[src/rtl/out_seq_pkg.sv]
// Output-path sequencer package: shared state encoding and the default
// width of the shared sequencing counter.
package out_seq_pkg;

  // Wide enough for the default lock timeout of 2^20 cycles.
  localparam int CNT_W_DEF = 21;

  typedef enum logic [1:0] {
    RUN       = 2'd0,
    BLANK     = 2'd1,
    TX_RST    = 2'd2,
    WAIT_LOCK = 2'd3
  } seq_state_t;

endpackage

[src/rtl/lock_qualifier.sv]
// Lock qualifier: counts consecutive cycles of locked_in=1 and reports when
// that run reaches LOCK_STABLE_CYCLES.
//   clk27         in   system clock
//   reset         in   synchronous active-high reset
//   clr           in   holds the stable count at zero
//   locked_in     in   PLL lock, already synchronized to clk27
//   qualified_out out  high while the stable count >= LOCK_STABLE_CYCLES
module lock_qualifier #(
  parameter int LOCK_STABLE_CYCLES = 1024,
  parameter int CNT_W              = 21
) (
  input  logic clk27,
  input  logic reset,
  input  logic clr,
  input  logic locked_in,
  output logic qualified_out
);

  localparam logic [CNT_W-1:0] STABLE_TC = CNT_W'(LOCK_STABLE_CYCLES);

  logic [CNT_W-1:0] stable_cnt;

  // Saturates at the threshold so a long lock never wraps back below it.
  always_ff @(posedge clk27) begin
    if (reset || clr || !locked_in) begin
      stable_cnt <= '0;
    end else if (stable_cnt < STABLE_TC) begin
      stable_cnt <= stable_cnt + 1'b1;
    end
  end

  assign qualified_out = (stable_cnt >= STABLE_TC);

endmodule

[src/rtl/out_path_sequencer.sv]
// Output-path sequencer: every source switch, mode reprogram or (optionally)
// scanconverter lock loss runs blank -> TX reset -> lock qualification ->
// unblank ahead of the HDMI transmitter.
//   clk27            in   system clock, 27 MHz
//   reset            in   synchronous active-high reset
//   src_sel_req      in   requested source: 1 = scanconverter, 0 = videogen
//   mode_change      in   single-cycle pulse, timing registers rewritten
//   pll_locked       in   scanconverter PLL lock (clk27 domain)
//   resync_on_unlock in   lock loss in RUN triggers a resequence
//   err_clr          in   single-cycle pulse, clears timeout_err
//   src_sel_out      out  registered output mux select
//   blank_out        out  force DE low / RGB to 0
//   tx_reset_n       out  HDMI TX reset, active-low
//   busy             out  high whenever not in RUN
//   timeout_err      out  sticky lock-timeout flag
//
// state     | meaning
// ----------+-----------------------------------------------------------
// RUN       | output live, watching for triggers
// BLANK     | output blanked, waiting BLANK_CYCLES before the switch
// TX_RST    | TX held in reset for RST_CYCLES, new source already selected
// WAIT_LOCK | scanconverter source, waiting for a stable PLL lock or timeout
module out_path_sequencer
  import out_seq_pkg::*;
#(
  parameter int BLANK_CYCLES        = 64,
  parameter int RST_CYCLES          = 32,
  parameter int LOCK_STABLE_CYCLES  = 1024,
  parameter int LOCK_TIMEOUT_CYCLES = 1048576,
  parameter int CNT_W               = CNT_W_DEF
) (
  input  logic clk27,
  input  logic reset,
  input  logic src_sel_req,
  input  logic mode_change,
  input  logic pll_locked,
  input  logic resync_on_unlock,
  input  logic err_clr,
  output logic src_sel_out,
  output logic blank_out,
  output logic tx_reset_n,
  output logic busy,
  output logic timeout_err
);

  localparam logic [CNT_W-1:0] BLANK_TC   = CNT_W'(BLANK_CYCLES - 1);
  localparam logic [CNT_W-1:0] RST_TC     = CNT_W'(RST_CYCLES - 1);
  localparam logic [CNT_W-1:0] TIMEOUT_TC = CNT_W'(LOCK_TIMEOUT_CYCLES - 1);

  seq_state_t       state;
  logic [CNT_W-1:0] cnt;
  logic             pending;
  logic             src_req_q;
  logic             lock_qualified;

  logic trigger;
  logic src_edge;
  logic pending_set;
  logic timeout_hit;
  logic seq_exit;

  lock_qualifier #(
    .LOCK_STABLE_CYCLES(LOCK_STABLE_CYCLES),
    .CNT_W             (CNT_W)
  ) u_lock_qualifier (
    .clk27        (clk27),
    .reset        (reset),
    .clr          (state != WAIT_LOCK),
    .locked_in    (pll_locked),
    .qualified_out(lock_qualified)
  );

  always_comb begin
    trigger     = (src_sel_req != src_sel_out) | mode_change |
                  (resync_on_unlock & src_sel_out & ~pll_locked);
    src_edge    = src_sel_req ^ src_req_q;
    pending_set = 1'b0;
    timeout_hit = 1'b0;
    seq_exit    = 1'b0;
    case (state)
      // A source edge while blanking is picked up by the TX_RST sample.
      BLANK:     pending_set = mode_change;
      TX_RST: begin
        pending_set = mode_change | src_edge;
        seq_exit    = (cnt == RST_TC) & ~src_sel_out;
      end
      WAIT_LOCK: begin
        pending_set = mode_change | src_edge;
        timeout_hit = ~lock_qualified & (cnt == TIMEOUT_TC);
        seq_exit    = lock_qualified | timeout_hit;
      end
      default: ;
    endcase
  end

  always_ff @(posedge clk27) begin
    if (reset) begin
      state       <= TX_RST;
      cnt         <= '0;
      src_sel_out <= 1'b0;
      blank_out   <= 1'b1;
      tx_reset_n  <= 1'b0;
      busy        <= 1'b1;
      timeout_err <= 1'b0;
      pending     <= 1'b0;
      src_req_q   <= src_sel_req;
    end else begin
      src_req_q <= src_sel_req;

      if (timeout_hit) begin
        timeout_err <= 1'b1;
      end else if (err_clr) begin
        timeout_err <= 1'b0;
      end

      case (state)
        RUN: begin
          if (trigger) begin
            state     <= BLANK;
            cnt       <= '0;
            blank_out <= 1'b1;
            busy      <= 1'b1;
          end
        end
        BLANK: begin
          if (cnt == BLANK_TC) begin
            state       <= TX_RST;
            cnt         <= '0;
            tx_reset_n  <= 1'b0;
            src_sel_out <= src_sel_req;
          end else begin
            cnt <= cnt + 1'b1;
          end
        end
        TX_RST: begin
          if (cnt == RST_TC) begin
            tx_reset_n <= 1'b1;
            cnt        <= '0;
            if (src_sel_out) begin
              state <= WAIT_LOCK;
            end
          end else begin
            cnt <= cnt + 1'b1;
          end
        end
        WAIT_LOCK: cnt <= cnt + 1'b1;
      endcase

      // Leaving the sequence: a request that arrived while busy (including
      // one arriving right now) restarts blanking without ever unblanking.
      if (seq_exit) begin
        cnt     <= '0;
        pending <= 1'b0;
        if (pending || pending_set) begin
          state <= BLANK;
        end else begin
          state     <= RUN;
          blank_out <= 1'b0;
          busy      <= 1'b0;
        end
      end else if (pending_set) begin
        pending <= 1'b1;
      end
    end
  end

endmodule
[config.mk]
export PLATFORM = sky130hd
export DESIGN_NAME = out_path_sequencer
export DESIGN_NICKNAME = d
export VERILOG_FILES = /design/src/rtl/out_seq_pkg.sv /design/src/rtl/lock_qualifier.sv /design/src/rtl/out_path_sequencer.sv
export SDC_FILE = /design/constraint.sdc
export NUM_CORES = 1
export LEC_CHECK = 0
export BUFFER_PORTS_ARGS = -buffer_cell sky130_fd_sc_hd__buf_2
export CORE_ASPECT_RATIO = 0.5
export CORE_MARGIN = 2
export CORE_UTILIZATION = 30
export CTS_BUF_LIST = sky130_fd_sc_hd__clkbuf_16
export DETAILED_ROUTE_END_ITERATION = 6
export SLEW_MARGIN = 5
export SYNTH_ARGS = -nofsm -noshare
export SYNTH_HDL_FRONTEND = slang
export SYNTH_HIERARCHICAL = 1
export SYNTH_SLANG_ARGS = --single-unit
[constraint.sdc]
create_clock -name clk27 -period 6 [get_ports clk27]
set_clock_uncertainty 0.05 [all_clocks]
set_input_delay 0.6 -clock clk27 [delete_from_list [all_inputs] [get_ports clk27]]
set_output_delay 0.6 -clock clk27 [all_outputs]
set_load 0.02 [all_outputs]
==> out/results.tsv, run 1 <==
metric	value	unit
worstRegToRegCells	7	
synth_edf_count	0	
reg2reg_setup_slack	3.33	ns
postCtsSetupRepairBufs	0	
drtIter0Drc	119	
synthArstFlopShare	0	%
period_minus_slack	2.67	ns
leakagePower	0.00109	uW
io_pins	12	
grt_pass1_wl	9360	microns
yosys-top-cells-area	dfxtp_1 (40%), a21oi_1 (4.3%), nor2_1 (3.9%), ha_1 (3.9%), a311oi_1 (3.7%)	
hold_violations	0	
setup_violations	0	
fin_hold_ws	0.418	ns
grt_max_degree	30	
cp.required	6.17	ns
synth_nets	319	
grt_pass1_vias	1964	
fp.coreArea	8170	sq um
cts_buffers	5	
ys_ff_latch	51	
power_density	223	nW/um^2
worstReg2RegStart	cnt[0]$_SDFFE_PP0P_	
holdCritPathClass	reg2reg	
yosys.area.top_type	dfxtp_1	
setup_tns	0	ns
fin_crit_sh	44.5	%
synth_common_cells	dfxtp_1 (51), nor2_1 (27), nand2_1 (24)	
hold_start	timeout_err$_SDFFE_PP0P_	
cts.repair.resized	0	
syn_area	2580	sq um
fmax	375	MHz
slew_viol_final	0	
peakVddDrop	0.000117	V
drive_above_1_share	9.97	%
syn2layout_area_growth	10.9	%
syn_inst	304	
diodes	0	
yosys_warnings	6	
die_w	135	microns
cts_tree	done	
drc	0	
gr-max-usage-layer	met2	
timing.max_cap.violations	0	
arrival	2.84	ns
cts_buffer_depth	2	
maxSlewHeadroom	27.3	%
cts.clk_slew.worst_paths	0.07	ns
post-dp-hpwl	3720	microns
critPathKind	reg2reg	
drtAntennaViolNets	0	
rsz0062_at_grt	false	
routed_wl	5290	microns
wl_per_cell	12.5	microns
port_buffers	11	
die_area	9390	sq um
seq_area_frac_synth	39.6	%
worstMarginPinSlew	1.09	ns
start_util	31.5	%
synthFlopType	dfxtp_1	
nNetsFinal	325	
h-tree-depth	2	
cp-start-kind	register	
fillers	856	
status	finished clean	
overflow	0	
ys_types	52	
die_h	69.5	microns
globalRouteMet3Util	4.09	%
end_kind	register	
antenna_found_initial	0	
grtUsageMet1	17.0	%
avgSynthCellArea	8.47	sq um
vias	2124	
grtUsageTotal	12.3	%
clkSinkCount	51	
r2r-end	cnt[19]$_SDFFE_PP0P_	
first_pass_iters	4	
cts_root_buf	clkbuf_16	
yosysMostFrequentCell	dfxtp_1	
place_congestion	0.826	
clock_latency	0.29	ns
use_met2	17.8	%
synth_top_area_share	39.6	%
hold_buffers	0	
crit_fanout	29	
via_per_inst	5.02	
holdPathEnd	timeout_err$_SDFFE_PP0P_	
hold_depth	2	
rows	23	
-- sequential cells by signal, indices dropped and copies added, names as in the netlist --
name,cells
src_sel_out,1
cnt,21
timeout_err,1
src_req_q,1
tx_reset_n,1
pending,1
u_lock_qualifier/stable_cnt,21
state,2
busy,1
blank_out,1
-- worst max-delay path, stage by stage, from the launching register on --
cell	delay [ns]
dfxtp_1	0.34
ha_1	0.24
and3_2	0.24
nand3_1	0.13
o21ai_1	0.12
a21oi_2	0.87
or3b_1	0.44
a31oi_2	0.16
-- how the worst max path moves through the flow --
| stage | startpoint | endpoint | slack, ns | depth (start not counted) |
|---|---|---|---|---|
| 2_1_floorplan | u_lock_qualifier/stable_cnt[20]$_SDFFE_PP0N_ | u_lock_qualifier/stable_cnt[6]$_SDFFE_PP0N_ | 4.01 | 5 |
| 3_3_place_gp | cnt[0]$_SDFFE_PP0P_ | cnt[19]$_SDFFE_PP0P_ | 3.40 | 7 |
| 3_5_place_dp | cnt[0]$_SDFFE_PP0P_ | cnt[19]$_SDFFE_PP0P_ | 3.34 | 7 |
| 4_1_cts | cnt[0]$_SDFFE_PP0P_ | cnt[19]$_SDFFE_PP0P_ | 3.33 | 7 |
| 5_1_grt | cnt[0]$_SDFFE_PP0P_ | cnt[14]$_SDFFE_PP0P_ | 3.09 | 7 |
| 6_report | cnt[0]$_SDFFE_PP0P_ | cnt[19]$_SDFFE_PP0P_ | 3.33 | 7 |
-- stage by stage --
| step | power (uW) | instance area [sq um] | cells | utilization (%) | setup slack, ns |
|---|---|---|---|---|---|
| global placement | 366 | 2710 | 415 | 33.2 | 3.40 |
| floorplan | 360 | 2580 | 304 | - | 4.01 |
| finish | 638 | 2860 | 423 | 35.0 | 3.33 |
| CTS | 651 | 2860 | 423 | 35.0 | 3.33 |
| detailed placement | 366 | 2710 | 415 | 33.2 | 3.34 |
| global route | 668 | 2860 | 423 | 35.0 | 3.09 |
-- per-layer routing --
layer / share of wire (%) / wire length [microns]
met5: 0 / 0
met4: 1.5 / 79
met3: 2.8 / 147
met1: 53 / 2780
met2: 43 / 2280
-- final cells by class --
type	instances	area [sq um]	area share [%]
multi-input combinational	231	1460	51.0
sequential	51	1020	35.7
tap	112	140	4.91
clock buffer	5	125	4.38
timing repair buffer	11	55.1	1.93
inverter	10	37.5	1.31
clock inverter	3	20.0	0.701
-- power breakdown --
| group | internal, uW | total [uW] | leakage [uW] | switching (uW) |
|---|---|---|---|---|
| combinational | 5.72 | 14.8 | 0.000610 | 9.10 |
| clock | 154 | 280 | 0.0000674 | 126 |
| sequential | 341 | 343 | 0.000412 | 2.29 |
-- layout by cell type (no fill, tap or decap), types with 3 or more instances in the layout --
cell type / count
nor2_1: 27
inv_1: 10
or3_1: 9
clkbuf_16: 5
and3_1: 12
xnor2_1: 5
nor3_1: 5
a21oi_1: 21
nand2b_1: 5
a31oi_1: 5
nand3_1: 13
ha_1: 8
or4_1: 3
nor4_1: 7
nor2b_1: 5
a311oi_1: 11
and2_1: 4
mux2i_1: 3
dfxtp_1: 51
nand4_1: 9
o21ai_0: 14
xor2_1: 3
nand2_1: 24
and3_2: 3
buf_2: 11
o211ai_1: 3
-- cell families after synthesis --
kind of cell	count (synthesis)	synth area share, %
adders and majority gates	8	3.89
DFF	51	39.6
muxes	3	1.17
and+or+nand+nor	141	31.0
buffers and inverters	22	3.93
AOI/OAI and AO/OA	71	17.6
xor gates and xnor gates	8	2.72
No activity file was read; power rests on OpenSTA's default activity.
==> inputs of run 2 (changes only) <==
--- a/config.mk
+++ b/config.mk
@@ -5,6 +5,7 @@
 export SDC_FILE = /design/constraint.sdc
 export NUM_CORES = 1
 export LEC_CHECK = 0
+export ABC_AREA = 1
 export BUFFER_PORTS_ARGS = -buffer_cell sky130_fd_sc_hd__buf_2
 export CORE_ASPECT_RATIO = 0.5
 export CORE_MARGIN = 2
==> constraint.sdc (replaced) <==
create_clock -name clk27 -period 2.4 [get_ports clk27]
set_clock_uncertainty 0.05 [all_clocks]
set_input_delay 0.24 -clock clk27 [delete_from_list [all_inputs] [get_ports clk27]]
set_output_delay 0.24 -clock clk27 [all_outputs]
set_load 0.02 [all_outputs]
==> out/results.tsv, run 2 <==
metric	value	unit
critPathKind	reg2reg	
die_w	141	microns
fp.coreArea	8890	sq um
fin_hold_ws	0.0822	ns
path_cells	ha_1, nand2_1, nor2_4, nand2_1, nor2_2, nand3_1, nand2_2, nand3_2, nand2_2, inv_2, o21a_1	
hold_depth	1	
hold_start	src_sel_req	
clkSinkCount	51	
worstReg2RegStart	cnt[0]$_SDFFE_PP0P_	
peakVddDrop	0.000370	V
crit_path_max_incr_delay	0.38	ns
ys_ff_latch	51	
nNetsFinal	458	
r2r-end	cnt[0]$_SDFFE_PP0P_	
post-dp-hpwl	4580	microns
drtIter0Drc	112	
yosys-top-cells-area	dfxtp_1 (37%), nand2_1 (15%), nor2_1 (7.7%), inv_1 (7.0%), a21oi_1 (5.9%)	
synthArstFlopShare	0	%
worstRegToRegCells	11	
overflow	0	
worstMarginPinSlew	0.387	ns
maxSlewHeadroom	74.2	%
utilization	35.9	%
leakagePower	0.00131	uW
first_pass_iters	4	
io_pins	12	
pre_cts_ws	0.310	ns
timing.max_cap.violations	0	
grtUsageTotal	13.0	%
syn_area	2800	sq um
layout_commonest_cell	nand2_1	
setup_ws	0.264	ns
routed_wl	6090	microns
crit_fanout	14	
rows	24	
yosys.area.top_type	dfxtp_1	
drtAntennaViolNets	0	
clock_latency	0.29	ns
status	finished clean	
crit_slowest_cell	dfxtp_1	
setup_violations	0	
start_util	31.5	%
rsz0062_at_grt	false	
final_cell_mix	nand2_1 (114), nor2_1 (57), inv_1 (52)	
synth_nets	439	
largestRegisters	cnt: 21 flops, u_lock_qualifier/stable_cnt: 21 flops, state: 2 flops	
period_minus_slack	2.14	ns
postCtsSetupRepairBufs	0	
hold_buffers	0	
synth_top_area_share	36.5	%
die_area	10200	sq um
syn_inst	424	
multi_input_area	1520	sq um
fin_crit_sh	89.0	%
ys_types	26	
cts.clk_slew.worst_paths	0.07	ns
cts_buffers	5	
syn2layout_area_growth	14.0	%
reg2reg_setup_slack	0.26	ns
seq_area_frac_synth	36.5	%
holdCritPathClass	in2reg	
synth_edf_count	0	
grt_pass1_wl	10700	microns
antenna_found_initial	0	
end_kind	register	
yosysMostFrequentCell	nand2_1	
slew_viol_final	0	
h-tree-depth	2	
drive_above_1_share	11.0	%
fillers	960	
hold_violations	0	
holdPathEnd	src_req_q$_DFF_P_	
arrival	2.28	ns
wl_per_cell	10.8	microns
cts_tree	done	
avgSynthCellArea	6.60	sq um
setup_tns	0	ns
diodes	0	
vias	2517	
place_congestion	0.851	
fmax	468	MHz
cts_buffer_depth	2	
cts.repair.resized	0	
grt_pass1_vias	2422	
via_per_inst	4.49	
synthFlopType	dfxtp_1	
cts_root_buf	clkbuf_16	
die_h	72.3	microns
synth_common_cells	nand2_1 (114), nor2_1 (57), inv_1 (52)	
port_buffers	11	
power_density	666	nW/um^2
cp.required	2.54	ns
grt_max_degree	18	
drc	0	
yosys_warnings	6	
cp-start-kind	register	
seq_area	1020	sq um
-- run 2: cell count changes in the layout (fill, tap and decap cells not counted), sizes merged, moves of 5 or more --
cell / before / now
a311oi: 11 / 0
nand3: 14 / 27
nor2b: 5 / 0
and3: 15 / 0
buf: 11 / 18
nand2: 25 / 120
nor4: 7 / 0
inv: 10 / 58
nand3b: 1 / 7
or3: 9 / 0
nor2: 27 / 65
nand2b: 5 / 0
a21oi: 22 / 33
-- run 2: final cells by class --
class                      count  share of cell area, %
clock buffer                   5                   3.92
clock inverter                 3                   1.45
inverter                      59                   6.95
multi-input combinational    308                   47.7
sequential                    51                   32.0
tap                          117                   4.59
timing repair buffer          18                   3.38
-- run 2: worst max-delay path by stage --
stage,depth (start not counted),endpoint,from
3_3_place_gp,11,cnt[0]$_SDFFE_PP0P_,cnt[0]$_SDFFE_PP0P_
3_5_place_dp,11,cnt[0]$_SDFFE_PP0P_,cnt[0]$_SDFFE_PP0P_
2_1_floorplan,13,cnt[4]$_SDFFE_PP0P_,cnt[0]$_SDFFE_PP0P_
6_report,11,cnt[0]$_SDFFE_PP0P_,cnt[0]$_SDFFE_PP0P_
4_1_cts,11,cnt[0]$_SDFFE_PP0P_,cnt[0]$_SDFFE_PP0P_
5_1_grt,11,cnt[0]$_SDFFE_PP0P_,cnt[0]$_SDFFE_PP0P_
-- run 2: metrics by stage --
stage                     std cells  instance area [sq um]  power, uW
after floorplan                 424                   2800       1220
after global placement          553                   3020       1320
after detailed placement        553                   3020       1320
after CTS                       561                   3190       2160
after global routing            561                   3190       2240
final                           561                   3190       2120
-- run 2: kinds of logic after synthesis --
kind of cell / share of synthesized area [%]
AND/OR/NAND/NOR: 37.7
buffers and inverters: 9.13
AO/OA/AOI/OAI: 10.6
flip-flops: 36.5
XOR/XNOR: 2.51
adder cells (fa/ha/maj): 3.58
-- run 2: per-layer routing --
layer	track usage, %	vias up	share of wire [%]
met2	24.2	13	48
li1	-	1377	-
met5	0	-	0
met3	2.51	5	1.8
met4	3.11	0	0.85
met1	15.7	1122	50
-- run 2: critical path, delay by kind of cell (launching register included) --
| kind | cells | cell delay, ns |
|---|---|---|
| adders and majority gates | 1 | 0.19 |
| and+or+nand+nor | 8 | 1.18 |
| AOI/OAI and AO/OA | 1 | 0.16 |
| DFF | 1 | 0.38 |
| buffers and inverters | 1 | 0.09 |
-- run 2: power breakdown --
part | internal, uW | switching (uW)
clock network | 496 | 326
registers | 883 | 29.6
logic | 123 | 264
total | 1500 | 620
==> inputs of run 3 (changes only) <==
--- a/config.mk
+++ b/config.mk
@@ -5,7 +5,6 @@
 export SDC_FILE = /design/constraint.sdc
 export NUM_CORES = 1
 export LEC_CHECK = 0
-export ABC_AREA = 1
 export BUFFER_PORTS_ARGS = -buffer_cell sky130_fd_sc_hd__buf_2
 export CORE_ASPECT_RATIO = 0.5
 export CORE_MARGIN = 2
==> out/results.tsv, run 3 (same netlist as run 1, synthesis figures left out) <==
metric	value	unit
fmax	467	MHz
clock_latency	0.29	ns
cts_buffer_depth	2	
cp.required	2.57	ns
slew_viol_final	0	
power_density	578	nW/um^2
arrival	2.31	ns
cts_tree	done	
wl_per_cell	13.2	microns
hold_buffers	0	
start_util	31.5	%
setup_violations	0	
critPathKind	reg2reg	
die_w	135	microns
h-tree-depth	2	
hold_violations	0	
cts.clk_slew.worst_paths	0.07	ns
drive_above_1_share	13.1	%
postCtsSetupRepairBufs	0	
drtAntennaViolNets	0	
holdCritPathClass	in2reg	
grt_pass1_wl	9600	microns
timing.max_cap.violations	0	
period_minus_slack	2.14	ns
peakVddDrop	0.000257	V
end_kind	register	
grtUsageTotal	12.8	%
utilization	36.3	%
cts_root_buf	clkbuf_16	
io_pins	12	
cts.repair.resized	0	
overflow	0	
leakagePower	0.00116	uW
vias	2242	
fin_crit_sh	89.2	%
routed_wl	5700	microns
nNetsFinal	334	
drc	0	
antenna_found_initial	0	
setup_tns	0	ns
syn2layout_area_growth	15.2	%
grt_pass1_vias	2035	
first_pass_iters	4	
diodes	0	
rows	23	
fp.coreArea	8170	sq um
cp-start-kind	register	
maxSlewHeadroom	67.7	%
rsz0062_at_grt	false	
clkSinkCount	51	
die_area	9390	sq um
die_h	69.5	microns
drtIter0Drc	112	
final_cell_mix	dfxtp_1 (51), nor2_1 (27), nand2_1 (24)	
via_per_inst	5.19	
layout_commonest_cell	dfxtp_1	
port_buffers	11	
status	finished clean	
place_congestion	0.820	
worstMarginPinSlew	0.481	ns
post-dp-hpwl	4010	microns
crit_fanout	29	
grt_max_degree	30	
cts_buffers	5	
largestRegisters	cnt: 21 flops, u_lock_qualifier/stable_cnt: 21 flops, state: 2 flops	
[run 3: changes by cell type in the layout (fill, tap and decap cells not counted), moves of 12 or more]
cell     change
nand2_1     -90
inv_1       -42
nor2_1      -30
a21oi_1     -12
and3_1      +12
[run 3: per-stage QoR]
stage                     area [sq um]  std cells  hold WS (ns)  power, uW  worst slack [ns]
after floorplan                   2580        304         0.218        901             0.405
after global placement            2790        424         0.373        915             0.196
after detailed placement          2790        424         0.373        915             0.189
after CTS                         2960        432        0.0689       1740             0.169
after global routing              2970        432        0.0798       1770             0.118
final                             2970        432        0.0784       1710             0.259
[run 3: final timing paths]
path	cells after the start	to	from	slack [ns]
worst max-delay path	8	cnt[19]$_SDFFE_PP0P_	cnt[0]$_SDFFE_PP0P_	0.26
worst min register to register	2	timeout_err$_SDFFE_PP0P_	timeout_err$_SDFFE_PP0P_	0.42
worst min-delay path	1	src_req_q$_DFF_P_	src_sel_req	0.08
worst max register to register	8	cnt[19]$_SDFFE_PP0P_	cnt[0]$_SDFFE_PP0P_	0.26
[run 3: where the power goes]
part           internal, uW  switching, uW
sequential              852           5.90
clock                   492            325
combinational          14.7           23.4
[run 3: area by class of cell]
cell class / count / area, sq um
repair buffers: 20 / 135
clock buffers: 5 / 125
well taps: 112 / 140
flip-flops and latches: 51 / 1020
fillers: 876 / 5210
clock inverters: 3 / 43.8
inverters: 10 / 37.5
multi-input cells: 231 / 1460
[run 3: per-layer routing]
layer / GRT usage, % / share of wire [%]
met1: 16.6 / 50
met2: 20.0 / 44
met3: 3.73 / 3.3
met4: 5.44 / 2.1
met5: 0 / 0
[run 3: critical path, stage by stage, from the launching register on]
cell	delay, ns
dfxtp_1	0.34
ha_1	0.24
and3_2	0.24
nand3_1	0.13
o21ai_1	0.13
a21oi_2	0.21
buf_12	0.19
or3b_1	0.37
a31oi_2	0.15
